===== src/rtl/pci_dma_rd_engine.sv =====
// AXI read DMA engine: splits one dword transfer request into MAX_BURST / 4KB-bounded
// INCR bursts, caps outstanding bursts, and returns the data as one stream with completion status.
module pci_dma_rd_engine #(
  parameter logic [3:0]  ID              = 4'd0,
  parameter int unsigned MAX_BURST       = 16,
  parameter int unsigned MAX_OUTSTANDING = 4
) (
  input  logic        mst_s_aclk,
  input  logic        mst_s_aresetn,
  input  logic [63:0] req_addr,
  input  logic [15:0] req_len,
  input  logic        req_valid,
  output logic        req_ready,
  output logic [3:0]  mst_s_arid,
  output logic [63:0] mst_s_araddr,
  output logic [7:0]  mst_s_arlen,
  output logic [2:0]  mst_s_arsize,
  output logic [1:0]  mst_s_arburst,
  output logic [3:0]  mst_s_arcache,
  output logic        mst_s_arvalid,
  input  logic        mst_s_arready,
  input  logic [3:0]  mst_s_rid,
  input  logic [31:0] mst_s_rdata,
  input  logic [1:0]  mst_s_rresp,
  input  logic        mst_s_rlast,
  input  logic        mst_s_rvalid,
  output logic        mst_s_rready,
  output logic [31:0] dout,
  output logic        dout_valid,
  output logic        dout_last,
  input  logic        dout_ready,
  output logic        done,
  output logic        done_err
);

  typedef enum logic [2:0] {IDLE, ISSUE, AR_WAIT, DRAIN, DONE} state_e;

  state_e      state_q, state_d;
  logic [63:0] addr_q, araddr_q;
  logic [15:0] ar_rem_q, beat_rem_q;
  logic [7:0]  arlen_q;
  logic [3:0]  outst_q;
  logic        arvalid_q, err_q;
  logic [31:0] dout_q;
  logic        dout_valid_q, dout_last_q, done_q, done_err_q;

  logic [10:0] to_4k, cap, burst;
  logic [8:0]  burst_len;
  logic        accept, can_issue, ar_hs, r_hs, r_last_hs;

  logic unused_ok;
  assign unused_ok = ^{mst_s_rid, req_addr[1:0]};

  // Burst = min(remaining, MAX_BURST, dwords left before the next 4KB boundary)
  assign to_4k     = 11'd1024 - {1'b0, addr_q[11:2]};
  assign cap       = (to_4k < 11'(MAX_BURST)) ? to_4k : 11'(MAX_BURST);
  assign burst     = (ar_rem_q < {5'b0, cap}) ? ar_rem_q[10:0] : cap;
  assign burst_len = {1'b0, arlen_q} + 9'd1;

  assign accept    = (state_q == IDLE) && req_valid;
  assign can_issue = outst_q < 4'(MAX_OUTSTANDING);
  assign ar_hs     = arvalid_q && mst_s_arready;
  assign r_hs      = mst_s_rvalid && mst_s_rready;
  assign r_last_hs = r_hs && mst_s_rlast;

  always_ff @(posedge mst_s_aclk or negedge mst_s_aresetn) begin
    if (!mst_s_aresetn) state_q <= IDLE;
    else                state_q <= state_d;
  end

  always_comb begin
    state_d = state_q;
    unique case (state_q)
      IDLE:    if (req_valid) state_d = (req_len == 16'd0) ? DONE : ISSUE;
      ISSUE:   if (can_issue) state_d = AR_WAIT;
      AR_WAIT: if (mst_s_arready) state_d = (ar_rem_q == {7'b0, burst_len}) ? DRAIN : ISSUE;
      DRAIN:   if (beat_rem_q == 16'd0 && outst_q == 4'd0) state_d = DONE;
      DONE:    state_d = IDLE;
      default: state_d = IDLE;
    endcase
  end

  always_comb begin
    req_ready    = (state_q == IDLE);
    mst_s_rready = !dout_valid_q || dout_ready;
  end

  always_ff @(posedge mst_s_aclk or negedge mst_s_aresetn) begin
    if (!mst_s_aresetn) begin
      addr_q       <= '0;
      araddr_q     <= '0;
      ar_rem_q     <= '0;
      beat_rem_q   <= '0;
      arlen_q      <= '0;
      outst_q      <= '0;
      arvalid_q    <= 1'b0;
      err_q        <= 1'b0;
      dout_q       <= '0;
      dout_valid_q <= 1'b0;
      dout_last_q  <= 1'b0;
      done_q       <= 1'b0;
      done_err_q   <= 1'b0;
    end else begin
      if (r_hs) begin
        dout_q       <= mst_s_rdata;
        dout_valid_q <= 1'b1;
        dout_last_q  <= (beat_rem_q == 16'd1);
        beat_rem_q   <= beat_rem_q - 16'd1;
        if (mst_s_rresp != 2'b00) err_q <= 1'b1;
      end else if (dout_ready) begin
        dout_valid_q <= 1'b0;
        dout_last_q  <= 1'b0;
      end

      if (ar_hs && !r_last_hs)      outst_q <= outst_q + 4'd1;
      else if (!ar_hs && r_last_hs) outst_q <= outst_q - 4'd1;

      if (accept) begin
        addr_q     <= {req_addr[63:2], 2'b00};
        ar_rem_q   <= req_len;
        beat_rem_q <= req_len;
        err_q      <= 1'b0;
      end

      if (state_q == ISSUE && can_issue) begin
        araddr_q  <= addr_q;
        arlen_q   <= 8'(burst - 11'd1);
        arvalid_q <= 1'b1;
      end

      if (state_q == AR_WAIT && ar_hs) begin
        arvalid_q <= 1'b0;
        addr_q    <= addr_q + {53'b0, burst_len, 2'b00};
        ar_rem_q  <= ar_rem_q - {7'b0, burst_len};
      end

      done_q     <= (state_q == DONE);
      done_err_q <= (state_q == DONE) && err_q;
    end
  end

  assign mst_s_arid    = ID;
  assign mst_s_araddr  = araddr_q;
  assign mst_s_arlen   = arlen_q;
  assign mst_s_arsize  = 3'b010;
  assign mst_s_arburst = 2'b01;
  assign mst_s_arcache = 4'b0011;
  assign mst_s_arvalid = arvalid_q;
  assign dout          = dout_q;
  assign dout_valid    = dout_valid_q;
  assign dout_last     = dout_last_q;
  assign done          = done_q;
  assign done_err      = done_err_q;

endmodule


===== config.mk =====
export PLATFORM = sky130hd
export DESIGN_NAME = pci_dma_rd_engine
export DESIGN_NICKNAME = d
export VERILOG_FILES = /design/src/rtl/pci_dma_rd_engine.sv
export SDC_FILE = /design/constraint.sdc
export NUM_CORES = 1
export LEC_CHECK = 0
export CORE_MARGIN = 10
export CORE_UTILIZATION = 55
export CTS_CLUSTER_SIZE = 30
export DETAILED_ROUTE_END_ITERATION = 7
export GPL_ROUTABILITY_DRIVEN = 0
export HOLD_SLACK_MARGIN = 0.12
export PLACE_DENSITY_LB_ADDON = 0.25
export SETUP_SLACK_MARGIN = 0.15
export SLEW_MARGIN = 20
export SYNTH_ARGS = -nofsm -noshare
export SYNTH_HDL_FRONTEND = slang
export SYNTH_SLANG_ARGS = --single-unit
export TNS_END_PERCENT = 5

===== constraint.sdc =====
create_clock -name mst_s_aclk -period 9.3 [get_ports mst_s_aclk]
set_clock_uncertainty 0.2 [all_clocks]
set_input_delay 1.86 -clock mst_s_aclk [delete_from_list [all_inputs] [get_ports mst_s_aclk]]
set_output_delay 1.86 -clock mst_s_aclk [all_outputs]
set_load 0.02 [all_outputs]

==> metrics, run 1 <==
effective utilization at floorplan 0.557; post-layout net count 1676; worst setup timing slack at the placement stage 4120 ps; drt first-iter violations 812; number of register bits inferred by synthesis between 200 and 250; worst setup slack after layout 4120 ps; worst skew pair latency 520 ps; M2 GR Usage 0.385; number of antenna violations at the first check in global routing 1; highest achievable clock rate between 0.15 and 0.2 GHz; summed area of non-filler cells in the final layout 14500 µm²; gate count of the mapped netlist approximately 1300; CTS tree done; Std-Cell Rows 52; overall die width 163 µm; proportion of register bits with asynchronous set or reset after synthesis 1.00; leading area contributor after synthesis dfrtp_1; Buffers on Ports 227; Post-CTS Setup Bufs 0; most frequent cells after synthesis nand2_1 (360), dfrtp_1 (209), nor2_1 (90); core box area 20200 µm²; part of the Yosys area used for sequential elements 0.464; headroom to the max-slew limit 0.366; Clock Tree Buf Depth 3; count of endpoints failing hold in the final timing report 0; detail-routed net length per standard cell between 15 and 20 µm; met3 Resource Use GR 0.0848; number of enable-type register cells in the synthesized netlist 0; gr usage total 0.246; Worst VDD drop 0.199 mV; clock tree sinks approximately 210; sum of overflow across all layers after global routing 0; root buffer cell clkbuf_16; Post-Place Cell Area around 14000 µm²; Top FF cell, synth dfrtp_1; total of fill cells in the finished design 1565; mean instance size in the synthesized netlist 8.63 µm²; number of top-level pins 249; count of unresolved DRC violations after routing 0; total negative setup slack 0 ps; CP max FO 4; count of unique library cells instantiated by Yosys 71; WP data required roughly 7200 ps; Power per Cell Area 353 nW/µm²; number of maximum-capacitance violations 0; Hold Buf Count CTS 0; number of resized instances in the post-cts repair step 0; Yosys Warn Count 0; result of the run finished clean; critical path launch point type input port; Area contributors post-synth dfrtp_1 (46%), nand2_1 (12%), ha_1 (4.0%), nor2_1 (3.0%), xnor2_1 (2.7%); area share of the largest cell type after synthesis 0.464; total detailed-routing wirelength 33.8 mm; cell with the most instances after synthesis nand2_1; maximum number of pins on one net before global-route repair 77; Max Transition Viols Final 0; period utilization 0.557; vias in the first global route around 10000; router iterations before antenna repair 7; HPWL Detailed 23.7 mm; die area 26600 µm²; Diodes inserted 0; global-route wire length before repair 53.9 mm; Final min period 5180 ps; met1 demand-to-capacity share in global routing 0.312; worst endpoint data arrival time 3120 ps; Layout Area Growth over Synthesis 28.9%; kind of critical path in -> out; share of post-route cells with drive strength above 1 0.0537; post-layout utilization of the core 0.719; clock slew at reported path FFs approximately 60 ps; type of the tightest min-delay check reg -> reg; post-synthesis instance area 11300 µm²; via density per instance 5.77; via count 10400; slew of the pin with the lowest slew margin 951 ps; # setup viols final 0; Chip Height 163 µm; Static Leak 6.46 nW; most used routing layer in global routing met2; final antenna-violating net count 0; unrepaired setup endpoints after global routing false; number of buffers added by the clock tree synthesis step 23; H-tree levels 1; kind of end point of the critical path primary output
## report_power, final
part | internal [mW] | switching, mW
clock | 0.611 | 0.378
combinational | 1.05 | 1.39
sequential | 1.29 | 0.405
total | 2.95 | 2.18
## state kept, by name, summed over array words and instances, names as in the netlist, 3 cells and up
| signal | flops |
|---|---|
| dout | 32 |
| ar_rem_q | 16 |
| beat_rem_q | 16 |
| state_q | 3 |
| outst_q | 4 |
| mst_s_araddr | 62 |
| mst_s_arlen | 8 |
| addr_q | 62 |
## layout by cell type (no fill, tap or decap), types with 29 or more instances in the layout
master / instances
nand2_1: 359
nand3_1: 37
clkdlybuf4s50_1: 226
xnor2_1: 35
nor2_1: 90
dfrtp_1: 209
inv_1: 30
a21oi_1: 51
ha_1: 36
a211oi_1: 29
nor3_1: 31
o21ai_0: 60
## cell families (layout without fill, tap and decap cells)
group                    after synthesis  count (layout)  share of synthesized area
AO/OA/AOI/OAI                        250             250                      0.144
XOR/XNOR                              52              52                     0.0404
adder cells (fa/ha/maj)               39              39                     0.0453
buffers and inverters                111             312                     0.0444
flip-flops                           209             209                      0.464
multiplexers                           5               5                    0.00488
other                                  2              21                   0.000666
AND/OR/NAND/NOR                      639             639                      0.257
## routing by layer
| metal | part of all wire | wire, µm |
|---|---|---|
| met1 | 0.41 | 13700 |
| met2 | 0.45 | 15300 |
| met3 | 0.11 | 3780 |
| met4 | 0.031 | 1060 |
| met5 | 0 | 0 |
## worst paths after layout
path                       cells after the start             startpoint                    endpoint  slack, ps
max                                            3             dout_ready                mst_s_rready       4120
min                                            2    dout[7]$_DFFE_PN0P_         dout[7]$_DFFE_PN0P_        270
max reg2reg                                   17  addr_q[3]$_DFFE_PN0P_  mst_s_arlen[4]$_DFFE_PN0P_       4320
min reg2reg                                    2    dout[7]$_DFFE_PN0P_         dout[7]$_DFFE_PN0P_        270
max in group asynchronous                      2          mst_s_aresetn      dout_valid$_DFFE_PN0P_       6360
min in group asynchronous                      1          mst_s_aresetn      addr_q[35]$_DFFE_PN0P_       1170
## stage by stage
stage               hold slack [ps]  total power, mW  std cells
floorplan                       253             3.25       1326
global placement                257             4.02       1757
detailed placement              262             4.11       1757
CTS                             276             5.13       1797
global route                    294             5.49       1797
finish                          270             5.13       1797
## cell type report
| cell class | count | area, µm² | share of cell area |
|---|---|---|---|
| Inverter | 30 | 113 | 0.00774 |
| Timing Repair Buffer | 242 | 2390 | 0.164 |
| Sequential cell | 209 | 5230 | 0.360 |
| Multi-Input combinational cell | 1006 | 5660 | 0.389 |
| Tap cell | 270 | 338 | 0.0232 |
| Clock buffer | 32 | 669 | 0.0460 |
| Clock inverter | 8 | 144 | 0.00990 |
## worst max-delay path: stages
cell	delay (ps)
clkdlybuf4s50_1	470
nand2b_1	160
clkdlybuf4s50_1	630
Note: power is estimated with default switching activity, not from simulation.
==> run 2: changes to the inputs <==
--- a/config.mk
+++ b/config.mk
@@ -6,7 +6,7 @@
 export NUM_CORES = 1
 export LEC_CHECK = 0
 export CORE_MARGIN = 10
-export CORE_UTILIZATION = 55
+export CORE_UTILIZATION = 51
 export CTS_CLUSTER_SIZE = 30
 export DETAILED_ROUTE_END_ITERATION = 7
 export GPL_ROUTABILITY_DRIVEN = 0
==> constraint.sdc (replaced) <==
create_clock -name mst_s_aclk -period 5.2 [get_ports mst_s_aclk]
set_clock_uncertainty 0.2 [all_clocks]
set_input_delay 1.04 -clock mst_s_aclk [delete_from_list [all_inputs] [get_ports mst_s_aclk]]
set_output_delay 1.04 -clock mst_s_aclk [all_outputs]
set_load 0.02 [all_outputs]
==> metrics, run 2 (synthesized netlist as in run 1, its figures left out) <==
result of the run finished clean; clock tree sinks 209 (unchanged); number of maximum-capacitance violations 0 (unchanged); CP max FO 13 (+9); clock share of power 0.193 (about the same); count of unresolved DRC violations after routing 0 (unchanged); Worst VDD drop 0.300 mV (+51%); core box area 21800 µm² (+7.9%); clock slew at reported path FFs 60 ps (about the same); HPWL Detailed 24.6 mm (+3.9%); H-tree levels 1 (unchanged); number of buffers added by the clock tree synthesis step 24 (+4.3%); Buffers & Inverters on Critical Path 2 (unchanged); gr usage total 0.232 (-0.0136); global-route wire length before repair 55.4 mm (+2.7%); Std-Cell Rows 54 (+3.8%); share of post-route cells with drive strength above 1 0.0568 (+0.00309); router iterations before antenna repair 5 (-2); drt first-iter violations 958 (+18%); Static Leak 6.48 nW (+0.42%); Slowest Stage Delay on Critical Path 500 ps (-130 ps); slew of the pin with the lowest slew margin 1210 ps (+256 ps); family of cells with the greatest summed delay on the critical path compound AO/OA/AOI/OAI gates; worst skew pair latency 530 ps (about the same); critical path launch point type register; Crit-path slowest cell or3b_2; number of top-level pins 249 (unchanged); commonest cells after routing, fill and taps aside nand2_1 (359), clkdlybuf4s50_1 (226), dfrtp_1 (209); total detailed-routing wirelength 34.5 mm (+2.0%); highest achievable clock rate 0.215 GHz; final antenna-violating net count 0 (unchanged); cell-by-cell trace of the critical path inv_1, ha_1, or3b_2, a211o_1, a211oi_4, nand2_1, ha_1, o211ai_1, a31o_2, a211oi_1, buf_4, mux2_2, ha_1, nand2_1, nor3_1, xnor2_1, nor2_1, a21oi_1, o21ai_0; WP data required 5400 ps (-1840 ps); die area 28500 µm² (+6.9%); cell total after placement 1769 (+0.68%); worst endpoint data arrival time 4850 ps (+1730 ps); sum of overflow across all layers after global routing 0 (unchanged); critical path's most frequent cell ha_1; root buffer cell clkbuf_16; overall die width 169 µm (+3.4%); Final min period 4650 ps; count of endpoints failing hold in the final timing report 0 (unchanged); period utilization 0.894; CTS tree done; headroom to the max-slew limit 0.188 (-0.178); total negative setup slack 0 ps (unchanged); kind of end point of the critical path register; kind of critical path reg -> reg; Layout Area Growth over Synthesis 29.4%; # setup viols final 0 (unchanged); effective utilization at floorplan 0.517 (-0.0406); Hold Buf Count CTS 0 (unchanged); Power per Cell Area 629 nW/µm² (+78%); commonest non-fill, non-tap cell in the layout nand2_1; Chip Height 169 µm (+3.4%); combinational share of power 0.477 (about the same); relative contribution of sequential cells to total power 0.330 (about the same); Max Transition Viols Final 0 (unchanged); unrepaired setup endpoints after global routing false; post-route insts no fill 1812 (+0.83%); number of antenna violations at the first check in global routing 0 (-1); Sw Pwr 3.91 mW (+80%); switching portion of total power 0.426 (+0.00162); maximum number of pins on one net before global-route repair 117 (+52%); design internal power 5.27 mW (+79%); via density per instance 5.70 (-1.2%); via count 10300 (-0.38%); Buffers on Ports 227 (unchanged); Diodes inserted 0 (unchanged); type of the tightest min-delay check reg -> reg; vias in the first global route 10500 (+0.45%); detail-routed net length per standard cell 19.0 µm (+1.1%); Clock Tree Buf Depth 3 (unchanged); post-layout net count 1679 (+0.18%)
[run 2: cell types whose count changed in the layout (fill, tap and decap cells not counted), sizes merged]
cell,previous run,this run
bufinv,4,2
clkinv,3,6
inv,31,30
clkbuf,33,36
buf,15,17
[run 2: final cells by class]
cell class / instances / area [µm²]
Clock buffer: 35 / 732
Clock inverter: 8 / 101
Fill cell: 1792 / 7230
Inverter: 30 / 113
Multi-Input combinational cell: 1006 / 5650
Sequential cell: 209 / 5230
Tap cell: 280 / 350
Timing Repair Buffer: 244 / 2420
[run 2: worst paths after layout]
kind	slack (ps)	cells after the start	endpoint	start
max reg2reg	550	19	mst_s_arlen[6]$_DFFE_PN0P_	addr_q[2]$_DFFE_PN0P_
max in group asynchronous	3250	2	ar_rem_q[4]$_DFFE_PN0P_	mst_s_aresetn
min	270	2	mst_s_araddr[7]$_DFFE_PN0P_	mst_s_araddr[7]$_DFFE_PN0P_
max	550	19	mst_s_arlen[6]$_DFFE_PN0P_	addr_q[2]$_DFFE_PN0P_
min in group asynchronous	390	1	mst_s_araddr[17]$_DFFE_PN0P_	mst_s_aresetn
min reg2reg	270	2	mst_s_araddr[7]$_DFFE_PN0P_	mst_s_araddr[7]$_DFFE_PN0P_
[run 2: worst min-delay path: stages (launching register included)]
cell and delay (ps):
dfrtp_1 330, nand2_1 50, nand2_1 50
[run 2: timing repair]
action | in CTS | in global routing
gates resized for setup | 0 | 1
buffers inserted | 0 | 0
endpoints found under the setup margin | 0 | 2
[run 2: power groups by stage]
stage	sequential [mW]	clock (mW)	combinational (mW)
CTS	3.01	1.80	4.38
global route	3.14	1.86	4.85
detailed placement	3.03	0	4.34
global placement	2.99	0	4.23
floorplan	3.18	0	2.63
finish	3.03	1.77	4.38
[run 2: metrics by stage]
step	util	hold WS (ps)	total power, mW	setup WS [ps]	area [µm²]
after detailed placement	0.630	261	7.38	449	13800
final	0.669	270	9.18	550	14600
after global placement	0.630	256	7.22	579	13800
after CTS	0.668	276	9.20	457	14600
after floorplan	-	253	5.82	681	11300
after global routing	0.669	298	9.85	239	14600
[run 2: layer usage]
metal  vias to the layer above  global-route usage  routed length [µm]
met5                         -                   0                   0
met4                         0              0.0541                 678
met3                        50              0.0864                3780
met2                       438               0.369               15800
met1                      4919               0.295               14200
li1                       4926                   -                   -
==> run 3: changes to the inputs <==
--- a/config.mk
+++ b/config.mk
@@ -6,12 +6,14 @@
 export NUM_CORES = 1
 export LEC_CHECK = 0
 export CORE_MARGIN = 10
-export CORE_UTILIZATION = 51
+export CORE_UTILIZATION = 53
+export CTS_BUF_LIST = sky130_fd_sc_hd__clkbuf_2
 export CTS_CLUSTER_SIZE = 30
 export DETAILED_ROUTE_END_ITERATION = 7
 export GPL_ROUTABILITY_DRIVEN = 0
 export HOLD_SLACK_MARGIN = 0.12
 export PLACE_DENSITY_LB_ADDON = 0.25
+export RECOVER_POWER = 25
 export SETUP_SLACK_MARGIN = 0.15
 export SLEW_MARGIN = 20
 export SYNTH_ARGS = -nofsm -noshare
==> metrics, run 3 (synthesized netlist as in run 1, its figures left out) <==
violated checks max-capacitance violations, max-slew violations; Buffers on Ports 227 (unchanged); global-route wire length before repair 56.0 mm (+1.1%); Final min period 4730 ps (+75.4 ps); router iterations before antenna repair 5 (unchanged); vias in the first global route 10700 (+2.8%); Register-to-Register Path Depth 20 (+1); drt first-iter violations 691 (-28%); critical path launch point type register; Slowest Stage Delay on Critical Path 490 ps (about the same); Crit-path slowest cell or3b_2; total detailed-routing wirelength 33.8 mm (-2.1%); Worst Min Path Start dout[29]$_DFFE_PN0P_; effective utilization at floorplan 0.538 (+0.0214); overall die width 166 µm (-1.7%); core box area 21000 µm² (-4.0%); Power per Cell Area 599 nW/µm² (-4.8%); number of buffers added by the clock tree synthesis step 56 (+130%); final antenna-violating net count 0 (unchanged); highest achievable clock rate 0.212 GHz (-1.6%); count of unresolved DRC violations after routing 0 (unchanged); Chip Height 166 µm (-1.7%); post-layout utilization of the core 0.679 (+0.00998); cell-by-cell trace of the critical path inv_1, ha_1, or3b_2, a211o_1, a211oi_4, nand2_1, ha_1, o211ai_1, a31o_2, a211oi_1, buf_4, nor2b_1, a31oi_1, ha_1, nand2_1, nor3_1, xnor2_1, nor2_1, a21oi_1, o21ai_0; die area 27500 µm² (-3.3%); commonest cells after routing, fill and taps aside nand2_1 (359), clkdlybuf4s50_1 (225), dfrtp_1 (209); family of cells with the greatest summed delay on the critical path compound AO/OA/AOI/OAI gates; CP max FO 13 (unchanged); total of fill cells in the finished design 1754 (-2.1%); result of the run complete, but fails checks; clock slew at reported path FFs 100 ps (+40 ps); Std-Cell Rows 53 (-1.9%); Worst Hold Depth 2 (unchanged); worst endpoint data arrival time 5170 ps (+320 ps); maximum number of pins on one net before global-route repair 99 (-15%); Post-CTS Setup Bufs 0 (unchanged); number of antenna violations at the first check in global routing 1 (+1); commonest non-fill, non-tap cell in the layout nand2_1; Tot Pwr 8.53 mW (-7.2%); unrepaired setup endpoints after global routing false; total negative setup slack 0 ps (unchanged); WP data required 5640 ps (+240 ps); sum of overflow across all layers after global routing 0 (unchanged); CTS tree done; Static Leak 6.43 nW (-0.82%); kind of critical path reg -> reg; gr usage total 0.240 (+0.00778); number of top-level pins 249 (unchanged); detail-routed net length per standard cell 18.2 µm (-4.7%); HPWL Detailed 24.2 mm (-1.4%); worst skew pair latency 820 ps (+290 ps); slew of the pin with the lowest slew margin 2510 ps (+1300 ps); Layout Area Growth over Synthesis 26.1%; # setup viols final 0 (unchanged); post-layout net count 1711 (+1.9%); flop-to-flop setup slack 470 ps (-80 ps); reg2reg start addr_q[2]$_DFFE_PN0P_; cell total after placement 1763 (-0.34%); type of the tightest min-delay check reg -> reg; headroom to the max-slew limit -0.675 (-0.862); post-route insts no fill 1861 (+2.7%); clock tree sinks 209 (unchanged); number of maximum-capacitance violations 3 (+3); kind of end point of the critical path register; critical path's most frequent cell ha_1; Clock Tree Buf Depth 3 (unchanged); Max Transition Viols Final 207 (+207); share of post-route cells with drive strength above 1 0.0814 (+0.0247); worst hold slack 277 ps (+7.21 ps); Buffers & Inverters on Critical Path 2 (unchanged); count of endpoints failing hold in the final timing report 0 (unchanged); period utilization 0.909 (+0.0145); via density per instance 5.64 (-1.1%); Storage cell area 5230 µm² (unchanged); worst hold path endpoint dout[29]$_DFFE_PN0P_; reg2reg end mst_s_arlen[6]$_DFFE_PN0P_; area of combinational cells with multiple inputs 5650 µm² (unchanged); via count 10500 (+1.6%); Worst VDD drop 0.275 mV (-8.5%); H-tree levels 2 (+1); root buffer cell clkbuf_2
## run 3: metal layers
metal | GRT usage | share of wire | wire (µm)
met5 | 0 | 0 | 0
met2 | 0.378 | 0.46 | 15500
met3 | 0.0930 | 0.11 | 3750
met4 | 0.0755 | 0.022 | 757
met1 | 0.298 | 0.41 | 13800
## run 3: worst max-delay path by stage
stage | to | depth (start not counted) | startpoint | slack, ps
after global routing | mst_s_araddr[63]$_DFFE_PN0P_ | 3 | mst_s_aresetn | 100
after CTS | mst_s_arlen[6]$_DFFE_PN0P_ | 20 | addr_q[2]$_DFFE_PN0P_ | 410
after global placement | mst_s_arlen[6]$_DFFE_PN0P_ | 19 | addr_q[3]$_DFFE_PN0P_ | 550
after detailed placement | mst_s_arlen[6]$_DFFE_PN0P_ | 20 | addr_q[3]$_DFFE_PN0P_ | 410
final | mst_s_arlen[6]$_DFFE_PN0P_ | 20 | addr_q[2]$_DFFE_PN0P_ | 470
after floorplan | mst_s_arlen[6]$_DFFE_PN0P_ | 20 | addr_q[3]$_DFFE_PN0P_ | 680
## run 3: layout make-up
cell class / instances / area share
diodes: 2 / 0.000352
inverters: 30 / 0.00792
multi-input cells: 1006 / 0.397
clock buffers: 84 / 0.0296
repair buffers: 244 / 0.168
clock inverters: 11 / 0.00475
well taps: 275 / 0.0242
flip-flops and latches: 209 / 0.368
## run 3: worst reg2reg max path: cells and delay by family (launching register included)
family                   cells  cell delay [ps]
AND/OR/NAND/NOR              6             1060
buffers and inverters        2              360
flip-flops                   1              430
XOR/XNOR                     1              140
adder cells (fa/ha/maj)      3              770
AO/OA/AOI/OAI                8             1640
## run 3: stage by stage
step | worst slack [ps] | instance area, µm²
4_1_cts | 411 | 14200
2_1_floorplan | 681 | 11300
3_3_place_gp | 554 | 13700
3_5_place_dp | 405 | 13700
5_1_grt | 104 | 14200
6_report | 475 | 14200
## run 3: power by group
part	internal, mW	total (mW)	leakage [nW]	switching [mW]
Combinational	1.88	4.37	3.53	2.49
Clock	0.471	1.14	0.379	0.672
Sequential	2.31	3.02	2.52	0.711
Total	4.65	8.53	6.43	3.87
## run 3: repair_timing
item                                   4_1_cts  5_1_grt
endpoints found under the hold margin       58        0
gates resized for setup                      0        1
setup endpoints to repair                    0        2
hold buffers                                 1        0
